File: src/rtl/ysyx_22041211_trap_ctrl.sv
// Trap/mret sequencer: writes mepc/mcause on a trap, reads mtvec/mepc and pulses a PC redirect.
// Optional mstatus MIE/MPIE/MPP update is enabled by defining YSYX_22041211_TRAP_MSTATUS_EN.
module ysyx_22041211_trap_ctrl #(
  parameter int unsigned DATA_WIDTH = 32
) (
  input  logic                  clk,
  input  logic                  rst,
  input  logic                  trap_req,
  input  logic                  mret_req,
  input  logic [DATA_WIDTH-1:0] trap_pc,
  input  logic [DATA_WIDTH-1:0] trap_cause,
  input  logic [11:0]           ex_csr_addr,
  input  logic [DATA_WIDTH-1:0] ex_csr_wdata,
  input  logic                  ex_csr_we,
  input  logic [DATA_WIDTH-1:0] csr_rdata,
  output logic [11:0]           csr_addr,
  output logic [DATA_WIDTH-1:0] csr_wdata,
  output logic                  csr_we,
  output logic                  busy,
  output logic                  redirect_valid,
  output logic [DATA_WIDTH-1:0] redirect_pc
);

  typedef enum logic [2:0] {
    IDLE      = 3'd0,
    W_MEPC    = 3'd1,
    W_MCAUSE  = 3'd2,
    W_MSTATUS = 3'd3,
    R_MTVEC   = 3'd4,
    R_MEPC    = 3'd5,
    REDIRECT  = 3'd6
  } state_e;

  localparam logic [11:0] CSR_MSTATUS = 12'h300;
  localparam logic [11:0] CSR_MTVEC   = 12'h305;
  localparam logic [11:0] CSR_MEPC    = 12'h341;
  localparam logic [11:0] CSR_MCAUSE  = 12'h342;

  state_e                state_q, state_d;
  logic [DATA_WIDTH-1:0] pc_q, pc_d;
  logic [DATA_WIDTH-1:0] cause_q, cause_d;
  logic [DATA_WIDTH-1:0] redirect_pc_q, redirect_pc_d;
`ifdef YSYX_22041211_TRAP_MSTATUS_EN
  logic                  mret_q, mret_d;
  logic [DATA_WIDTH-1:0] mstatus_next;

  // Trap stacks MIE into MPIE; mret restores MIE from MPIE. Both force MPP to machine mode.
  always_comb begin
    mstatus_next          = csr_rdata;
    if (mret_q) begin
      mstatus_next[3]     = csr_rdata[7];
      mstatus_next[7]     = 1'b1;
    end else begin
      mstatus_next[7]     = csr_rdata[3];
      mstatus_next[3]     = 1'b0;
    end
    mstatus_next[12:11]   = 2'b11;
  end
`endif

  always_comb begin
    state_d        = state_q;
    pc_d           = pc_q;
    cause_d        = cause_q;
    redirect_pc_d  = redirect_pc_q;
`ifdef YSYX_22041211_TRAP_MSTATUS_EN
    mret_d         = mret_q;
`endif
    csr_addr       = '0;
    csr_wdata      = '0;
    csr_we         = 1'b0;
    busy           = 1'b1;
    redirect_valid = 1'b0;
    case (state_q)
      IDLE: begin
        busy      = 1'b0;
        csr_addr  = ex_csr_addr;
        csr_wdata = ex_csr_wdata;
        // rst gating keeps the reset-time write enable low even before the state flop settles
        csr_we    = ex_csr_we & ~trap_req & ~mret_req & ~rst;
        if (trap_req) begin
          pc_d    = trap_pc;
          cause_d = trap_cause;
          state_d = W_MEPC;
`ifdef YSYX_22041211_TRAP_MSTATUS_EN
          mret_d  = 1'b0;
`endif
        end else if (mret_req) begin
          state_d = R_MEPC;
`ifdef YSYX_22041211_TRAP_MSTATUS_EN
          mret_d  = 1'b1;
`endif
        end
      end
      W_MEPC: begin
        csr_addr  = CSR_MEPC;
        csr_wdata = pc_q;
        csr_we    = 1'b1;
        state_d   = W_MCAUSE;
      end
      W_MCAUSE: begin
        csr_addr  = CSR_MCAUSE;
        csr_wdata = cause_q;
        csr_we    = 1'b1;
`ifdef YSYX_22041211_TRAP_MSTATUS_EN
        state_d   = W_MSTATUS;
`else
        state_d   = R_MTVEC;
`endif
      end
      W_MSTATUS: begin
`ifdef YSYX_22041211_TRAP_MSTATUS_EN
        csr_addr  = CSR_MSTATUS;
        csr_wdata = mstatus_next;
        csr_we    = 1'b1;
        state_d   = mret_q ? REDIRECT : R_MTVEC;
`else
        state_d   = IDLE;
`endif
      end
      R_MTVEC: begin
        csr_addr      = CSR_MTVEC;
        redirect_pc_d = {csr_rdata[DATA_WIDTH-1:2], 2'b00};
        state_d       = REDIRECT;
      end
      R_MEPC: begin
        csr_addr      = CSR_MEPC;
        redirect_pc_d = csr_rdata;
`ifdef YSYX_22041211_TRAP_MSTATUS_EN
        state_d       = W_MSTATUS;
`else
        state_d       = REDIRECT;
`endif
      end
      REDIRECT: begin
        redirect_valid = 1'b1;
        state_d        = IDLE;
      end
      default: state_d = IDLE;
    endcase
  end

  always_ff @(posedge clk or posedge rst) begin
    if (rst) begin
      state_q       <= IDLE;
      pc_q          <= '0;
      cause_q       <= '0;
      redirect_pc_q <= '0;
`ifdef YSYX_22041211_TRAP_MSTATUS_EN
      mret_q        <= 1'b0;
`endif
    end else begin
      state_q       <= state_d;
      pc_q          <= pc_d;
      cause_q       <= cause_d;
      redirect_pc_q <= redirect_pc_d;
`ifdef YSYX_22041211_TRAP_MSTATUS_EN
      mret_q        <= mret_d;
`endif
    end
  end

  assign redirect_pc = redirect_pc_q;

endmodule

File: config.mk
export PLATFORM = sky130hd
export DESIGN_NAME = ysyx_22041211_trap_ctrl
export DESIGN_NICKNAME = d
export VERILOG_FILES = /design/src/rtl/ysyx_22041211_trap_ctrl.sv
export SDC_FILE = /design/constraint.sdc
export NUM_CORES = 1
export LEC_CHECK = 0
export CAP_MARGIN = 20
export CORE_ASPECT_RATIO = 0.5
export CORE_MARGIN = 4
export CORE_UTILIZATION = 44
export CTS_CLUSTER_SIZE = 10
export DETAILED_ROUTE_END_ITERATION = 6
export PLACE_DENSITY = 0.87
export SETUP_SLACK_MARGIN = 0.4
export SKIP_CTS_REPAIR_TIMING = 1
export SLEW_MARGIN = 20
export SYNTH_ARGS = -nofsm -noshare
export SYNTH_HDL_FRONTEND = slang
export SYNTH_SLANG_ARGS = --single-unit
File: constraint.sdc
create_clock -name clk -period 9.2 [get_ports clk]
set_input_delay 0.92 -clock clk [delete_from_list [all_inputs] [get_ports clk]]
set_output_delay 0.92 -clock clk [all_outputs]
set_load 0.05 [all_outputs]
==> flow_summary.yaml, run 1 <==
grt:
  grt_antenna_before_repair: 0
  maximum_number_of_pins_on_one_net_before_global_route_repair: 94
  via_count_of_the_first_global_routing_pass: 4323
  grt_first_pass_wirelength_um: 22600
  grt_remaining_overflow: 0
  globalRouteTotalUtil_pct: 20.7
worst_setup_path:
  timing.rr.end: "pc_q[30]"
  cp.arrival_ns: 3.22
  crit_path_end: "csr_addr[9]"
  r2r_setup_slack_ns: 6.19
  startpoint_type: "register"
  max_stage_delay_ns: 1.04
  worst_r2r_path_depth: 6
  regToRegStartpoint: "state_q[0]"
  worst-path-max-fanout: 55
  crit_required_ns: 8.28
  critical_path.cell_chain: "or2_1 > nor2_8 > inv_4 > nor2_1 > a21oi_1 > clkdlybuf4s50_1"
  crit_type: "reg -> out"
  setup.worst_path.start: "state_q[0]"
  critical_path.endpoint_type: "output pin"
  slowest_stage: "sky130_fd_sc_hd__dfrtp_2"
pwr:
  power.leakage_uw: 0.00330
  max-vdd-ir-drop_mv: 0.244
  power.total_uw: 3240
  powerDensity_mw_per_mm2: 426
timing:
  finalSetupViolCount: 0
  achievable-frequency_mhz: 241
  finalHoldViolations: 0
  post-route-period-util_pct: 45.0
  fin_hold_ws_ns: 0.469
  post_layout_worst_setup_margin_ns: 5.06
  finalWorstPathRequiredPeriod_ns: 4.14
  report.final.slew_viol_count: 0
  setup_tns_ns: 0
  worst_slew_pin_slew_ns: 1.01
  setup_repair_after_global_routing_missed_its_margin: "false"
  fin_skew_ns: 0.00772
  maxSlewHeadroom_pct: 32.6
synth:
  post_synth_instance_area_mm2: 0.00510
  yosys.area.top_type_share_pct: 48.5
  synth_nets: 595
  number_of_storage_elements_in_the_synthesis_netlist: 99
  synth.area.top_cells: "sky130_fd_sc_hd__dfrtp_1 (49%), sky130_fd_sc_hd__mux2_4 (18%), sky130_fd_sc_hd__nand2_1 (7.0%)"
  synth.avg_cell_area_um2: 11.3
  post_synthesis_cell_type_with_the_largest_combined_area: "sky130_fd_sc_hd__dfrtp_1"
  number_of_warnings_issued_by_yosys: 0
  library_cells_used_by_synthesis: 26
  post_synth_inst_count: 450
  synth_sequential_area_ratio_pct: 48.5
drt:
  highest_layer: "met4"
  routed_wirelength_um: 14100
  length_of_routed_met2_wiring_um: 7090
  number_of_detailed_routing_iterations_run_before_antenna_repair: 4
  routed-via-count: 4084
  routed_wire_length_per_instance_um: 17.7
  dr.first_iter.drc_count: 200
  route.detailed.drc: 0
  wl_met1_um: 5790
  drt.antenna.violating_nets: 0
  avgViaCountPerCell: 5.11
  met3RoutedLength_um: 748
clock_tree:
  clk_latency_ns: 0.34
  cts.reportedPaths.clkPinSlew_ns: 0.07
  cts_tree: "yes"
  htree_levels: 3
  numCtsBuffers: 9
  clockRootBuffer: "sky130_fd_sc_hd__clkbuf_16"
  clock-sinks: 99
  clock_path_buffers: 2
layout:
  layout_area_growth_over_synthesis_pct: 49.2
  final_area_mm2: 0.00761
  antennaDiodeCount: 0
  num-nets-final: 796
  multi_input_comb_area_mm2: 0.00233
  filler_cell_count: 810
  layout-drive-gt1-share_pct: 13.9
  ff_latch_area_mm2: 0.00248
worst_hold_path:
  worst_hold_path.num_cells: 2
  hold_path.class: "reg -> reg"
floorplan:
  rows: 27
  io-pin-count: 224
  die_w_um: 160
  die_h_um: 84.2
  area_of_the_die_mm2: 0.0135
  initial_core_util_pct: 45.8
  core_ar_mm2: 0.0111
placement:
  total_of_buffers_placed_on_input_and_output_ports: 223
  placedInstanceArea_mm2: 0.00730
  dp_hpwl_um: 10100
  finalWeightedCongestion: 0.790
  pre_cts_slack_ns: 5.44
run:
  max_cap_viol_count: 0
status:
  status: "complete, no violations"
-- area by class of cell --
cell class	instances	area share [%]
Sequential cell	99	32.6
Multi-Input combinational cell	302	30.6
Timing Repair Buffer	227	29.8
Clock inverter	5	0.822
Clock buffer	10	3.14
Inverter	12	0.657
Tap cell	145	2.38
-- cell usage after synthesis --
master	number
sky130_fd_sc_hd__dfrtp_1	99
sky130_fd_sc_hd__nand2_1	95
sky130_fd_sc_hd__mux2_4	60
sky130_fd_sc_hd__a211oi_1	47
sky130_fd_sc_hd__nand2b_1	25
sky130_fd_sc_hd__nor2b_1	25
sky130_fd_sc_hd__clkbuf_1	23
sky130_fd_sc_hd__inv_1	11
sky130_fd_sc_hd__mux2i_1	10
sky130_fd_sc_hd__o32ai_1	9
sky130_fd_sc_hd__nor2_1	8
sky130_fd_sc_hd__and2_1	6
sky130_fd_sc_hd__buf_12	6
sky130_fd_sc_hd__buf_2	6
sky130_fd_sc_hd__mux2_2	4
sky130_fd_sc_hd__a21oi_1	3
sky130_fd_sc_hd__buf_6	2
sky130_fd_sc_hd__nand3_1	2
sky130_fd_sc_hd__nor2_8	2
sky130_fd_sc_hd__a21o_1	1
sky130_fd_sc_hd__a311oi_1	1
sky130_fd_sc_hd__inv_4	1
sky130_fd_sc_hd__nor3_1	1
sky130_fd_sc_hd__o21ai_0	1
sky130_fd_sc_hd__o21bai_1	1
sky130_fd_sc_hd__or2_1	1
-- state kept, by name, summed over array words and instances, names as in the netlist --
signal       flops
cause_q         32
pc_q            32
redirect_pc     32
state_q          3
-- critical path: cells and delay by family (launching register included) --
kind / cells / cell delay, ns
simple gates: 3 / 0.77
flops: 1 / 1.04
buf+inv: 2 / 0.97
compound gates: 1 / 0.11
-- worst min path at each step --
stage,slack [ns],from,to
2_1_floorplan,0.48,cause_q[31],cause_q[31]
3_3_place_gp,0.45,redirect_pc[1],redirect_pc[1]
3_5_place_dp,0.45,redirect_pc[0],redirect_pc[0]
4_1_cts,0.47,redirect_pc[0],redirect_pc[0]
5_1_grt,0.49,redirect_pc[16],redirect_pc[16]
6_report,0.47,redirect_pc[0],redirect_pc[0]
-- placed cells by master, fill, tap and decap left out, drive strengths merged, types with 10 or more instances in the layout --
cell,netlist,layout
clkdlybuf4s50,0,223
dfrtp,99,99
nand2,95,95
mux2,64,64
a211oi,47,47
nand2b,25,25
nor2b,25,25
inv,12,13
mux2i,10,10
clkbuf,23,10
nor2,10,10
-- stage by stage --
stage,std cells,util (%)
CTS,800,68.2
global route,800,68.3
detailed placement,785,65.5
global placement,785,65.4
floorplan,450,-
finish,800,68.3
-- per-layer routing --
metal / track usage (%) / vias up
met2: 36.7 / 146
met4: 8.35 / 0
li1: - / 1931
met5: 0 / -
met3: 5.44 / 34
met1: 24.1 / 1973
-- cells by family (layout without fill, tap and decap cells) --
| logic type | after synthesis | after routing | share of synthesized area (%) |
|---|---|---|---|
| DFF | 99 | 99 | 48.5 |
| AOI/OAI and AO/OA | 63 | 63 | 9.32 |
| and+or+nand+nor | 165 | 165 | 15.6 |
| muxes | 74 | 74 | 20.5 |
| buffers and inverters | 49 | 254 | 6.01 |
-- report_power, final --
| group | internal (µW) | total [µW] | switching (µW) |
|---|---|---|---|
| clock network | 218 | 381 | 163 |
| logic | 811 | 2040 | 1230 |
| registers | 656 | 821 | 165 |
No activity file was read; power rests on OpenSTA's default activity.
==> run 2, diff against run 1 <==
CORE_UTILIZATION = 38   (was 44)
PLACE_DENSITY = 0.8   (was 0.87)
clock period = 3.8 ns   (was 9.2 ns; I/O delays follow)
==> run 2 against run 1 <==
  * Cell count rose by 3.4%
  * Utilization fell by 8.9 points
  * Total power rose by 140%
  * Sequential power rose by 140%
  * Largest cell class unchanged
==> flow_summary.yaml, run 2 (synthesis gave the netlist of run 1 again) <==
status:
  status: "complete, no violations"
worst_setup_path:
  r2r_setup_slack_ns: 1.03
  worst-path-max-fanout: 52
  critical_path.endpoint_type: "output pin"
  startpoint_type: "register"
  crit_required_ns: 3.42
  cp.arrival_ns: 2.91
  crit_type: "reg -> out"
floorplan:
  die_h_um: 89.9
  core_ar_mm2: 0.0129
  io-pin-count: 224
  initial_core_util_pct: 39.6
  rows: 29
  die_w_um: 172
  area_of_the_die_mm2: 0.0155
grt:
  grt_first_pass_wirelength_um: 22400
  maximum_number_of_pins_on_one_net_before_global_route_repair: 78
  globalRouteTotalUtil_pct: 18.2
  via_count_of_the_first_global_routing_pass: 4198
  grt_antenna_before_repair: 0
  grt_remaining_overflow: 0
drt:
  route.detailed.drc: 0
  number_of_detailed_routing_iterations_run_before_antenna_repair: 4
  routed_wirelength_um: 14400
  drt.antenna.violating_nets: 0
  routed-via-count: 4085
  avgViaCountPerCell: 4.94
  dr.first_iter.drc_count: 191
  routed_wire_length_per_instance_um: 17.4
layout:
  mostFrequentLayoutCells: "sky130_fd_sc_hd__clkdlybuf4s50_1 (223), sky130_fd_sc_hd__dfrtp_1 (97), sky130_fd_sc_hd__nand2_1 (95), sky130_fd_sc_hd__mux2_4 (60), sky130_fd_sc_hd__a211oi_1 (47)"
  layout_area_growth_over_synthesis_pct: 49.9
  layout.cells.most_common: "sky130_fd_sc_hd__clkdlybuf4s50_1"
  filler_cell_count: 1062
  layout-drive-gt1-share_pct: 14.0
  antennaDiodeCount: 0
  num-nets-final: 798
clock_tree:
  cts.reportedPaths.clkPinSlew_ns: 0.07
  cts_tree: "yes"
  clk_latency_ns: 0.34
  htree_levels: 3
  clockRootBuffer: "sky130_fd_sc_hd__clkbuf_16"
  numCtsBuffers: 9
  clock-sinks: 99
  clock_path_buffers: 2
timing:
  finalWorstPathRequiredPeriod_ns: 3.29
  finalHoldViolations: 0
  setup_repair_after_global_routing_missed_its_margin: "false"
  post-route-period-util_pct: 86.5
  fin_skew_ns: 0.00941
  report.final.slew_viol_count: 0
  worst_slew_pin_slew_ns: 0.806
  maxSlewHeadroom_pct: 46.3
  setup_tns_ns: 0
  finalSetupViolCount: 0
  achievable-frequency_mhz: 304
pwr:
  power.leakage_uw: 0.00329
  max-vdd-ir-drop_mv: 0.498
  power.total_uw: 7770
  powerDensity_mw_per_mm2: 1020
placement:
  finalWeightedCongestion: 0.812
  total_of_buffers_placed_on_input_and_output_ports: 223
  dp_hpwl_um: 10600
run:
  max_cap_viol_count: 0
worst_hold_path:
  hold_path.class: "in -> async"
==> run 2: cell type report <==
class                   instances  area [µm²]  area share (%)
flip-flops and latches         99        2480            32.4
multi-input cells             302        2330            30.5
repair buffers                229        2310            30.1
clock buffers                  11         243            3.17
well taps                     170         213            2.78
inverters                      12        51.3           0.671
clock inverters                 4        27.5           0.360
==> run 2: metal layers <==
layer / global-route usage, % / up-vias / part of all wire [%]
met3: 4.69 / 28 / 5.3
li1: - / 1926 / -
met1: 21.3 / 2005 / 39
met2: 32.2 / 126 / 53
met4: 6.15 / 0 / 2.7
met5: 0 / - / 0
==> run 2: through the flow <==
| stage | hold WS, ns | area, µm² | cells | utilization (%) | setup slack, ns |
|---|---|---|---|---|---|
| final | 0.467 | 7650 | 827 | 59.4 | 0.513 |
| after global routing | 0.489 | 7650 | 827 | 59.4 | 0.408 |
| after CTS | 0.471 | 7650 | 827 | 59.4 | 0.569 |
| after detailed placement | 0.461 | 7380 | 812 | 57.3 | 0.936 |
| after global placement | 0.453 | 7370 | 812 | 57.2 | 1.01 |
| after floorplan | 0.482 | 5110 | 450 | - | 0.570 |
==> run 2: critical path, stage by stage (launching register included) <==
cell,delay [ns]
sky130_fd_sc_hd__dfrtp_2,0.69
sky130_fd_sc_hd__buf_12,0.32
sky130_fd_sc_hd__nand2b_1,0.32
sky130_fd_sc_hd__o32ai_1,0.34
sky130_fd_sc_hd__clkdlybuf4s50_1,0.86
==> run 2: path summary, 6_finish.rpt <==
check                                 from              end  depth (start not counted)
hold / removal                         rst          pc_q[9]                          3
hold reg to reg            redirect_pc[12]  redirect_pc[12]                          2
setup / recovery                state_q[1]     csr_wdata[7]                          4
max in group asynchronous              rst       state_q[1]                          4
min in group clk           redirect_pc[12]  redirect_pc[12]                          2
setup reg to reg                state_q[0]      cause_q[31]                          6
==> run 2: report_power, final <==
part / leakage [µW] / switching, µW / internal (µW)
registers: 0.00119 / 412 / 1590
clock network: 0.000124 / 391 / 458
logic: 0.00198 / 2950 / 1980
